--- config.mk ---
export PLATFORM = sky130hd
export DESIGN_NAME = lsu_mem_req_router
export DESIGN_NICKNAME = d
export VERILOG_FILES = /design/src/rtl/mem_router_pkg.sv /design/src/rtl/lsu_mem_req_router.sv
export SDC_FILE = /design/constraint.sdc
export NUM_CORES = 1
export LEC_CHECK = 0
export ABC_AREA = 1
export BUFFER_PORTS_ARGS = -buffer_cell sky130_fd_sc_hd__buf_2
export CORE_MARGIN = 2
export CORE_UTILIZATION = 30
export CTS_CLUSTER_DIAMETER = 40
export DETAILED_ROUTE_END_ITERATION = 6
export PLACE_DENSITY = 0.54
export REMOVE_ABC_BUFFERS = 1
export SYNTH_ARGS = -nofsm -noshare
export SYNTH_HDL_FRONTEND = slang
export SYNTH_SLANG_ARGS = --single-unit
--- constraint.sdc ---
create_clock -name clk -period 2.08 [get_ports clk]
set_input_delay 0.416 -clock clk [delete_from_list [all_inputs] [get_ports clk]]
set_output_delay 0.416 -clock clk [all_outputs]
set_load 0.03 [all_outputs]
--- src/rtl/mem_router_pkg.sv ---
// ============================================================================
// Package     : mem_router_pkg
// Description : Shared types, constants and region decode for the LSU
//               memory request router and its load-data return mux.
// Revision    : 1.0 - initial release
// ============================================================================
`default_nettype none

package mem_router_pkg;

  typedef enum logic [1:0] {
    IDLE  = 2'd0,
    ISSUE = 2'd1,
    WAIT  = 2'd2,
    RESP  = 2'd3
  } state_e;

  localparam logic [31:0] c_sentinel0 = 32'hDEAD_BEEF;
  localparam logic [31:0] c_sentinel1 = 32'hBABE_CAFE;

  // Any set bit inside addr[hi:lo] places the access in instruction memory.
  function automatic logic is_imem_region(input logic [31:0] addr, input int lo, input int hi);
    logic hit;
    hit = 1'b0;
    for (int i = 0; i < 32; i++) begin
      if (i >= lo && i <= hi) hit = hit | addr[i];
    end
    return hit;
  endfunction

endpackage

`default_nettype wire

--- src/rtl/lsu_mem_req_router.sv ---
// ============================================================================
// Module      : lsu_mem_req_router
// Description : Routes one LSU load/store at a time to IMEM or DMEM and
//               returns a single, registered response with error flag.
// Revision    : 1.0 - initial release
// ============================================================================
`default_nettype none

module lsu_mem_req_router
  import mem_router_pkg::*;
#(
  parameter int          REGION_LO   = 8,
  parameter int          REGION_HI   = 15,
  parameter int          TIMEOUT_CYC = 255,
  parameter logic [31:0] SENTINEL0   = c_sentinel0,
  parameter logic [31:0] SENTINEL1   = c_sentinel1
) (
  input  logic        clk,
  input  logic        rst_n,
  input  logic        lsu_req_valid,
  output logic        lsu_req_ready,
  input  logic [31:0] lsu_req_addr,
  input  logic        lsu_req_we,
  input  logic [31:0] lsu_req_wdata,
  input  logic [3:0]  lsu_req_be,
  output logic        lsu_rsp_valid,
  output logic [31:0] lsu_rsp_rdata,
  output logic        lsu_rsp_err,
  output logic        imem_req_valid,
  input  logic        imem_req_ready,
  output logic [31:0] imem_req_addr,
  input  logic        imem_rsp_valid,
  input  logic [31:0] imem_rsp_rdata,
  output logic        dmem_req_valid,
  input  logic        dmem_req_ready,
  output logic [31:0] dmem_req_addr,
  output logic        dmem_req_we,
  output logic [31:0] dmem_req_wdata,
  output logic [3:0]  dmem_req_be,
  input  logic        dmem_rsp_valid,
  input  logic [31:0] dmem_rsp_rdata
);

  localparam int             CNT_W      = $clog2(TIMEOUT_CYC + 1);
  localparam logic [CNT_W-1:0] c_cnt_last = CNT_W'(TIMEOUT_CYC - 1);

  state_e             r_state;
  logic [31:0]        r_addr;
  logic               r_we;
  logic [31:0]        r_wdata;
  logic [3:0]         r_be;
  logic               r_sel_imem;
  logic [CNT_W-1:0]   r_cnt;
  logic [31:0]        r_rdata;
  logic               r_err;
  logic               r_req_ready;

  logic               w_tgt_ready;
  logic               w_tgt_rsp_valid;
  logic [31:0]        w_tgt_rsp_rdata;
  logic               w_sentinel;

  assign w_tgt_ready     = r_sel_imem ? imem_req_ready : dmem_req_ready;
  assign w_tgt_rsp_valid = r_sel_imem ? imem_rsp_valid : dmem_rsp_valid;
  assign w_tgt_rsp_rdata = r_sel_imem ? imem_rsp_rdata : dmem_rsp_rdata;
  assign w_sentinel      = r_sel_imem &&
                           (w_tgt_rsp_rdata == SENTINEL0 || w_tgt_rsp_rdata == SENTINEL1);

  always_ff @(posedge clk or negedge rst_n) begin
    if (!rst_n) begin
      r_state     <= IDLE;
      r_addr      <= '0;
      r_we        <= 1'b0;
      r_wdata     <= '0;
      r_be        <= '0;
      r_sel_imem  <= 1'b0;
      r_cnt       <= '0;
      r_rdata     <= '0;
      r_err       <= 1'b0;
      r_req_ready <= 1'b0;
    end else begin
      case (r_state)
        IDLE: begin
          r_req_ready <= 1'b1;
          if (lsu_req_valid && r_req_ready) begin
            r_req_ready <= 1'b0;
            r_addr      <= lsu_req_addr;
            r_we        <= lsu_req_we;
            r_wdata     <= lsu_req_wdata;
            r_be        <= lsu_req_be;
            r_sel_imem  <= is_imem_region(lsu_req_addr, REGION_LO, REGION_HI);
            // IMEM is read-only: reject stores without touching any target.
            if (is_imem_region(lsu_req_addr, REGION_LO, REGION_HI) && lsu_req_we) begin
              r_rdata <= '0;
              r_err   <= 1'b1;
              r_state <= RESP;
            end else begin
              r_state <= ISSUE;
            end
          end
        end
        ISSUE: begin
          if (w_tgt_ready) begin
            r_cnt   <= '0;
            r_state <= WAIT;
          end
        end
        WAIT: begin
          r_cnt <= r_cnt + 1'b1;
          if (w_tgt_rsp_valid) begin
            r_state <= RESP;
            if (r_we) begin
              r_rdata <= '0;
              r_err   <= 1'b0;
            end else if (w_sentinel) begin
              r_rdata <= '0;
              r_err   <= 1'b1;
            end else begin
              r_rdata <= w_tgt_rsp_rdata;
              r_err   <= 1'b0;
            end
          end else if (r_cnt == c_cnt_last) begin
            r_state <= RESP;
            r_rdata <= '0;
            r_err   <= 1'b1;
          end
        end
        RESP: begin
          r_state     <= IDLE;
          r_rdata     <= '0;
          r_err       <= 1'b0;
          r_req_ready <= 1'b1;
        end
        default: r_state <= IDLE;
      endcase
    end
  end

  assign lsu_req_ready  = r_req_ready;
  assign lsu_rsp_valid  = (r_state == RESP);
  assign lsu_rsp_rdata  = r_rdata;
  assign lsu_rsp_err    = r_err;

  assign imem_req_valid = (r_state == ISSUE) &&  r_sel_imem;
  assign imem_req_addr  = r_addr;
  assign dmem_req_valid = (r_state == ISSUE) && !r_sel_imem;
  assign dmem_req_addr  = r_addr;
  assign dmem_req_we    = r_we;
  assign dmem_req_wdata = r_wdata;
  assign dmem_req_be    = r_be;

endmodule

`default_nettype wire

==> results of run 1 <==
[worst max-delay path, cell delays in order (launching register included)]
cell and delay, ps:
dfrtp_2 460, clkbuf_2 160, o21ai_1 280, nand2_1 110, nor2_1 130, nand3_1 90
nor2_2 150, nand2_1 130, buf_12 180, nand3b_1 80, nand2_1 50
[registers in the layout, indices dropped and copies added (netlist names)]
register and flops:
dmem_req_addr 32, dmem_req_wdata 32, lsu_rsp_rdata 32, r_cnt 8, dmem_req_be 4, r_state 2
dmem_req_we 1, lsu_req_ready 1, lsu_rsp_err 1, r_sel_imem 1
[synthesized netlist by cell type (2+ instances only)]
library cell	n	area, um2
buf_6	7	78.8
nor3_1	2	10.0
buf_1	6	22.5
or2_2	3	18.8
nand2_1	231	867
clkbuf_1	4	15.0
dfrtp_1	114	2850
o21ai_1	2	10.0
o21ai_0	24	120
nand4_1	2	12.5
nand3b_1	6	45.0
ha_1	6	75.1
a21oi_1	4	20.0
nand2_2	2	12.5
inv_1	55	206
nand3_1	29	145
buf_4	35	263
mux2_2	61	687
buf_2	7	35.0
nor2_1	44	165
[layer usage]
metal  track usage [%]  wire length [um]
met5                 0                 0
met4              5.37               206
met3              5.62              1210
met2              27.5              7820
met1              18.8              7000
[report_power, final]
part | switching, mW | total, mW | leakage, nW | internal [mW]
logic | 4.76 | 7.09 | 2.74 | 2.33
registers | 0.597 | 3.77 | 1.43 | 3.18
clock network | 1.04 | 2.83 | 0.275 | 1.79
total | 6.40 | 13.7 | 4.45 | 7.30
[area by class of cell]
cell class	instances	area (um2)	share of cell area [%]
tap	234	293	3.71
clock inverter	13	136	1.73
multi-input combinational	425	2290	29.0
antenna	3	7.51	0.0952
clock buffer	19	443	5.62
inverter	56	213	2.70
timing repair buffer	300	1650	20.9
sequential	114	2850	36.2
[how the worst max path moves through the flow]
stage / to / from
finish: lsu_rsp_rdata[11]$_DFFE_PN0P_ / r_sel_imem$_DFFE_PN0P_
global route: lsu_rsp_rdata[17]$_DFFE_PN0P_ / r_sel_imem$_DFFE_PN0P_
CTS: lsu_rsp_rdata[28]$_DFFE_PN0P_ / r_sel_imem$_DFFE_PN0P_
detailed placement: lsu_rsp_rdata[15]$_DFFE_PN0P_ / r_sel_imem$_DFFE_PN0P_
global placement: lsu_rsp_rdata[11]$_DFFE_PN0P_ / r_sel_imem$_DFFE_PN0P_
floorplan: dmem_req_addr[0]$_DFFE_PN0P_ / lsu_req_ready$_DFFE_PN0P_
[repair_timing]
item	4_1_cts	5_1_grt
buffers inserted	0	1
endpoints found under the hold margin	30	0
resized for setup	0	2
setup endpoints to repair	0	30
hold buffers	1	0
[kinds of logic after synthesis]
kind of cell	after synthesis	share of synthesized area, %
buf+inv	115	10.9
simple gates	324	22.9
fa+ha+maj	6	1.30
xor+xnor	1	0.152
mux	61	11.9
flops	114	49.6
compound gates	33	3.26
[through the flow]
stage | cell area, um2 | hold WS [ps] | setup WS [ps] | TNS [ps] | power [mW]
2_1_floorplan | 5340 | 120 | -737 | -68720 | 8.51
3_5_place_dp | 7280 | 409 | 87.0 | 0 | 11.0
6_report | 7890 | 232 | 147 | 0 | 13.7
3_3_place_gp | 7280 | 398 | 124 | 0 | 10.9
5_1_grt | 7880 | 209 | -16.0 | -94.3 | 14.6
4_1_cts | 7870 | 209 | 73.4 | 0 | 13.9
==> impl_metrics.csv, run 1 <==
group,metric,value,unit
sta,period_share,92.9,%
die,start_util,30.7,%
routing,drt-total-wl,16200,um
logic_synthesis,synth_cells,654,
final_layout,fin_util,42.0,%
clock_tree,path_clk_slew,60,ps
pwr,power_density,1740,mW/mm2
worst_setup_path,path_class,"flop to flop",
clock_tree,htree_num_levels,4,
routing,viasPerCell,4.33,
min_path,holdPathEnd,"dmem_req_be[1]$_DFFE_PN0P_",
final_layout,drive_gt1_share,43.8,%
clock_tree,clock_sinks,114,
sta,drv_slew,0,
place,place_congestion,0.822,
sta,fmax,517,MHz
final_layout,final_cell_mix,"buf_2 (276), nand2_1 (230), dfrtp_1 (113), mux2_2 (61), inv_1 (55)",
die,core,0.0188,mm2
die,die_y,143,um
routing,firstDrtPassIters,4,
pwr,max-vdd-ir-drop,485,uV
sta,setup_violations,0,
sta,hold_viol,0,
worst_setup_path,reg2reg_to,"lsu_rsp_rdata[11]$_DFFE_PN0P_",
grt,grt_pass1_vias,4868,
final_layout,fillerInstances,1908,
clock_tree,clock_latency,410,ps
grt,gr-total-overflow,0,
clock_tree,cts_tree,"yes",
worst_setup_path,start_kind,"flop",
worst_setup_path,reg2reg_slack,150,ps
die,fp-row-count,50,
routing,drt-initial-drc-count,145,
logic_synthesis,synth_area,0.00576,mm2
logic_synthesis,synthFlopType,"dfrtp_1",
final_layout,final_common_cell,"buf_2",
place,dp.cells,1127,
clock_tree,root_buffer,"clkbuf_16",
clock_tree,cts_buffer_depth,2,
pwr,leakage,4.45,nW
logic_synthesis,async_flop_share,100,%
grt,grt_first_pass_wirelength,25000,um
logic_synthesis,synth_edf_count,0,
job,maxCapViolCount,0,
sta,fin_crit,1930,ps
die,io_pins,278,
sta,relSlewSlack,69.4,%
logic_synthesis,ys_seq_area_share,49.6,%
place,port_buffers,277,
routing,vias,5044,
die,fp.dieW,143,um
logic_synthesis,ys_types,30,
worst_setup_path,arrival,2230,ps
worst_setup_path,r2r_start,"r_sel_imem$_DFFE_PN0P_",
logic_synthesis,avgSynthCellArea,8.80,um2
worst_setup_path,required,2380,ps
die,dieArea,0.0203,mm2
final_layout,nets,1060,
logic_synthesis,ys.warnings.count,0,
worst_setup_path,worstSetupEndpointType,"flop",
min_path,hold_depth,2,
logic_synthesis,ys_ff_latch,114,
clock_tree,cts-buffers-inserted,17,
outcome,outcome,"finished clean",
sta,tightest_slew,458,ps
routing,antenna_left,0,
grt,grtUsageTotal,16.1,%
min_path,min-delay-path-class,"primary input to flop",
grt,grt_max_degree,46,
final_layout,instances_no_fill,1164,
routing,drc,0,
sta,final.setup_skew,6.31,ps
place,post-dp-hpwl,12700,um
final_layout,areaGrowthSynthToFinish,37.0,%
grt,antenna_found_initial,4,
worst_setup_path,cp_max_fo,24,
worst_setup_path,reg2regPathDepth,10,
min_path,min_from,"lsu_req_be[1]",
routing,wl_per_cell,13.9,um
Power figures use the tool's default switching activity.
==> run 2, diff against run 1 <==
Settings changed: PLACE_DENSITY 0.54 to 0.65.
==> run 2 against run 1 <==
Total power grew 1.8%; non-clock buffer count decreased by 3; combinational power increased by 1%; die area stayed put; critical path type is now flop to primary output; sequential cell count stayed put; sequential power hardly changed; cell area up 0.19%; register-to-register slack better by 60 ps; worst hold slack worse by 160 ps; worst setup slack better by 45 ps; core utilization grew 0.080 points; clock skew hardly changed.
==> impl_metrics.csv, run 2 (synthesis gave the netlist of run 1 again) <==
group,metric,value,unit
outcome,outcome,"finished clean",
pwr,pwr-share-comb,51.3,%
place,port_buffers,277,
clock_tree,path_clk_slew,60,ps
grt,grtUsageTotal,16.0,%
routing,drt-total-wl,16300,um
die,die_y,143,um
worst_setup_path,arrival,1470,ps
pwr,power_density,1760,mW/mm2
worst_setup_path,cp-startpoint,"r_state[1]$_DFFE_PN0P_",
final_layout,drive_gt1_share,44.1,%
die,fp.dieW,143,um
sta,fmax,530,MHz
worst_setup_path,required,1660,ps
clock_tree,htree_num_levels,4,
pwr,max-vdd-ir-drop,450,uV
pwr,seq_power_share,27.2,%
sta,drv_slew,0,
pwr,swShare,46.7,%
grt,grt_first_pass_wirelength,24800,um
pwr,leakage,4.45,nW
pwr,p_sw,6.51,mW
place,dpl_cell_area,0.00724,mm2
die,io_pins,278,
worst_setup_path,r2r_start,"r_sel_imem$_DFFE_PN0P_",
final_layout,fin_area,0.00790,mm2
pwr,clockPowerShare,21.5,%
routing,antenna_left,0,
clock_tree,cts_tree,"yes",
worst_setup_path,endpoint,"dmem_req_valid",
grt,antenna_found_initial,0,
routing,wl_per_cell,14.1,um
clock_tree,cts-buffers-inserted,17,
grt,grt_max_degree,115,
sta,setup_violations,0,
sta,rsz0062_at_grt,"false",
clock_tree,root_buffer,"clkbuf_16",
die,start_util,30.7,%
sta,relSlewSlack,59.0,%
place,post-dp-hpwl,12300,um
routing,drt-initial-drc-count,231,
worst_setup_path,path_class,"flop to primary output",
sta,fin_crit,1890,ps
worst_setup_path,cp_max_fo,4,
sta,hold_viol,0,
sta,worst_hold_slack,70.0,ps
grt,grt_pass1_vias,4758,
final_layout,antenna_cells,0,
worst_setup_path,reg2regPathDepth,13,
sta,period_share,90.8,%
final_layout,final_cell_mix,"buf_2 (276), nand2_1 (228), dfrtp_1 (113), mux2_2 (61), inv_1 (55)",
clock_tree,clock_latency,410,ps
worst_setup_path,worstSetupEndpointType,"primary output",
clock_tree,cts_buffer_depth,2,
pwr,p_total,13.9,mW
place,dp.cells,1125,
routing,viasPerCell,4.43,
worst_setup_path,reg2reg_slack,210,ps
die,dieArea,0.0203,mm2
sta,tightest_slew,615,ps
routing,vias,5121,
grt,gr-total-overflow,0,
routing,drc,0,
final_layout,instances_no_fill,1157,
clock_tree,clock_sinks,114,
pwr,power.internal,7.43,mW
worst_setup_path,reg2reg_to,"lsu_rsp_rdata[15]$_DFFE_PN0P_",
min_path,min-delay-path-class,"primary input to asynchronous set/reset pin",
die,fp-row-count,50,
place,place_congestion,0.852,
final_layout,final_common_cell,"buf_2",
routing,firstDrtPassIters,4,
worst_setup_path,start_kind,"flop",
die,core,0.0188,mm2
sta,final.setup_skew,5.93,ps
final_layout,areaGrowthSynthToFinish,37.2,%
job,maxCapViolCount,0,
final_layout,nets,1057,
==> run 2: critical path, cell delays in order, from the launching register on <==
cell and delay, ps:
dfrtp_1 410, inv_1 90, ha_1 230, inv_1 60
nor2_1 80, buf_2 200
==> run 2: what timing repair did <==
item	in CTS	in global routing
gates resized for setup	0	10
setup buffers	0	0
endpoints found under the hold margin	0	0
setup endpoints to repair	0	29
hold buffers	0	0
==> run 2: layout make-up <==
type	count	area, um2
Clock inverter	14	181
Sequential cell	114	2850
Multi-Input combinational cell	425	2300
Fill cell	1881	10900
Inverter	56	218
Clock buffer	17	425
Tap cell	234	293
Timing Repair Buffer	297	1630
==> run 2: worst min-delay path by stage <==
stage | endpoint | cells after the start | slack, ps | startpoint
after floorplan | dmem_req_addr[0]$_DFFE_PN0P_ | 0 | 120 | rst_n
after global placement | lsu_rsp_rdata[3]$_DFFE_PN0P_ | 2 | 460 | lsu_rsp_rdata[3]$_DFFE_PN0P_
after detailed placement | lsu_rsp_rdata[20]$_DFFE_PN0P_ | 2 | 460 | lsu_rsp_rdata[20]$_DFFE_PN0P_
after CTS | dmem_req_wdata[21]$_DFFE_PN0P_ | 2 | 100 | rst_n
after global routing | dmem_req_addr[26]$_DFFE_PN0P_ | 2 | 120 | rst_n
final | dmem_req_addr[26]$_DFFE_PN0P_ | 2 | 70 | rst_n
==> run 2: per-layer routing <==
layer  vias up  wire length [um]  track usage (%)
met4         0               320             5.58
met2       215              8100             27.7
met1      2340              6650             18.9
li1       2537                 -                -
met5         -                 0                0
met3        29              1200             4.88
==> run 2: power by group through the flow <==
stage               registers [mW]  clock network, mW  logic, mW
floorplan                     6.25                  0       2.26
global placement              3.77                  0       7.10
detailed placement            3.81                  0       7.15
CTS                           3.78               3.07       7.17
global route                  3.92               3.17       7.80
finish                        3.79               3.00       7.16
==> run 2: through the flow <==
step           util, %  setup TNS (ps)  worst slack [ps]
4_1_cts           41.8               0              79.0
3_5_place_dp      38.6               0               123
2_1_floorplan        -          -68720              -737
6_report          42.1               0               192
3_3_place_gp      38.6               0               105
5_1_grt           42.1               0              4.52
==> run 3, diff against run 2 <==
Settings changed: CORE_UTILIZATION 30 to 47, MAX_ROUTING_LAYER set to met4, PLACE_DENSITY 0.65 to 0.9.
==> run 3 against run 2 <==
Die area decreased by 35%; total power fell by 3.8%; critical endpoint unchanged; highest routed layer unchanged; worst setup slack worse by 170 ps; first-iteration DRC count up 32%; routed wire length is 2.3% lower; sequential power is 1% higher; combinational power is 3.1% lower; non-clock buffer count fell by 4; global-route usage up 9.1 points; via count increased by 2.0%; largest cell class unchanged; sequential share of layout area increased by 1.0 points; largest power group unchanged.
==> impl_metrics.csv, run 3 (synthesis gave the netlist of run 1 again) <==
group,metric,value,unit
grt,grtUsageTotal,25.1,%
sta,hold_viol,0,
grt,gr-total-overflow,0,
routing,viasPerCell,4.87,
sta,drv_slew,0,
worst_setup_path,reg2regPathDepth,10,
final_layout,final_cell_mix,"buf_2 (275), nand2_1 (230), dfrtp_1 (113), mux2_2 (61), inv_1 (55)",
clock_tree,htree_num_levels,4,
worst_setup_path,r2r_start,"r_sel_imem$_DFFE_PN0P_",
clock_tree,cts-buffers-inserted,17,
final_layout,nets,1053,
worst_setup_path,reg2reg_slack,90,ps
die,start_util,48.1,%
worst_setup_path,cp_max_fo,4,
grt,grt_first_pass_wirelength,24500,um
pwr,power_density,1750,mW/mm2
die,fp.dieW,115,um
routing,vias,5222,
sta,period_share,99.0,%
worst_setup_path,reg2reg_to,"lsu_rsp_rdata[11]$_DFFE_PN0P_",
worst_setup_path,arrival,1640,ps
routing,firstDrtPassIters,7,
worst_setup_path,cpLargestDelayFamily,"flip-flops",
grt,grt_pass1_vias,5077,
grt,antenna_found_initial,5,
sta,timing.setup.tns,0,ps
final_layout,final_common_cell,"buf_2",
die,dieArea,0.0131,mm2
worst_setup_path,required,1660,ps
place,post-dp-hpwl,12400,um
final_layout,drive_gt1_share,43.3,%
sta,relSlewSlack,77.3,%
worst_setup_path,path_buf_inv,3,
clock_tree,cts_buffer_depth,2,
clock_tree,clock_sinks,114,
clock_tree,path_clk_slew,60,ps
min_path,hold_depth,2,
routing,wl_per_cell,14.8,um
job,maxCapViolCount,0,
sta,rsz0062_at_grt,"true",
worst_setup_path,crit_top_cell,"inv_1",
worst_setup_path,path_class,"flop to primary output",
worst_setup_path,max_stage_delay,410,ps
outcome,outcome,"finished clean",
die,io_pins,278,
clock_tree,clock_latency,400,ps
worst_setup_path,slowest_stage,"dfrtp_1",
routing,antenna_left,0,
min_path,min-delay-path-class,"primary input to flop",
min_path,holdPathEnd,"dmem_req_be[2]$_DFFE_PN0P_",
sta,fin_crit,2060,ps
worst_setup_path,crit_chain,"inv_1, ha_1, inv_1, nor2_1, clkbuf_4",
pwr,max-vdd-ir-drop,598,uV
final_layout,areaGrowthSynthToFinish,33.5,%
place,port_buffers,277,
min_path,min_from,"lsu_req_be[2]",
place,place_congestion,0.908,
clock_tree,cts_tree,"yes",
clock_tree,root_buffer,"clkbuf_16",
sta,fmax,486,MHz
die,fp-row-count,40,
worst_setup_path,worstSetupEndpointType,"primary output",
pwr,leakage,4.40,nW
routing,drc,0,
grt,grt_max_degree,41,
routing,drt-total-wl,15900,um
die,die_y,115,um
sta,setup_violations,0,
sta,final.setup_skew,4.94,ps
die,core,0.0120,mm2
worst_setup_path,start_kind,"flop",
sta,tightest_slew,341,ps
routing,drt-initial-drc-count,304,
pwr,p_total,13.4,mW
==> run 3: cell count changes in the layout (fill, tap and decap cells not counted), moves of 2 or more <==
| cell | change |
|---|---|
| buf_4 | -4 |
| nand2_1 | +2 |
| diode_2 | +5 |
| clkinv_2 | +2 |
| bufinv_16 | -3 |
| nor2_1 | +2 |
| nand2_2 | -2 |
| nor2_2 | -2 |
==> run 3: where the power goes <==
group / leakage (nW) / total (mW) / internal (mW) / switching, mW
clock: 0.255 / 2.63 / 1.56 / 1.07
combinational: 2.71 / 6.94 / 2.22 / 4.72
sequential: 1.43 / 3.84 / 3.18 / 0.664
==> run 3: through the flow <==
step	hold slack (ps)	std cells	instance area (um2)	setup WS, ps	util [%]
after floorplan	120	595	5340	-737	-
after global placement	350	1033	7090	116	59.3
after detailed placement	352	1033	7090	83.6	59.3
after CTS	227	1066	7650	48.6	64.0
after global routing	229	1072	7680	-31.6	64.2
final	241	1072	7680	20.3	64.2
==> run 3: metal layers <==
layer	wire, um	global-route usage, %
met1	6050	27.1
met2	8410	43.4
met5	0	-
met3	868	4.71
met4	563	13.9
==> run 3: how the worst max path moves through the flow <==
stage | startpoint | endpoint | slack, ps | depth (start not counted)
detailed placement | r_sel_imem$_DFFE_PN0P_ | lsu_rsp_rdata[11]$_DFFE_PN0P_ | 80 | 13
global route | r_state[1]$_DFFE_PN0P_ | dmem_req_valid | -30 | 5
global placement | r_sel_imem$_DFFE_PN0P_ | lsu_rsp_rdata[11]$_DFFE_PN0P_ | 120 | 11
finish | r_state[1]$_DFFE_PN0P_ | dmem_req_valid | 20 | 5
CTS | r_state[0]$_DFFE_PN0P_ | lsu_rsp_err$_DFFE_PN0P_ | 50 | 10
floorplan | lsu_req_ready$_DFFE_PN0P_ | dmem_req_addr[0]$_DFFE_PN0P_ | -740 | 4
==> run 3: final cells by class <==
type / count / area [um2]
fillers: 998 / 4280
flip-flops and latches: 114 / 2850
multi-input cells: 425 / 2280
repair buffers: 293 / 1580
clock buffers: 18 / 439
inverters: 56 / 218
well taps: 147 / 184
clock inverters: 14 / 109
diodes: 5 / 12.5
==> run 3: repair_timing <==
| item | 4_1_cts | 5_1_grt |
|---|---|---|
| hold endpoints to repair | 20 | 0 |
| setup endpoints to repair | 0 | 36 |
| setup buffers | 0 | 1 |
| resized for setup | 0 | 5 |
| hold buffers | 1 | 0 |
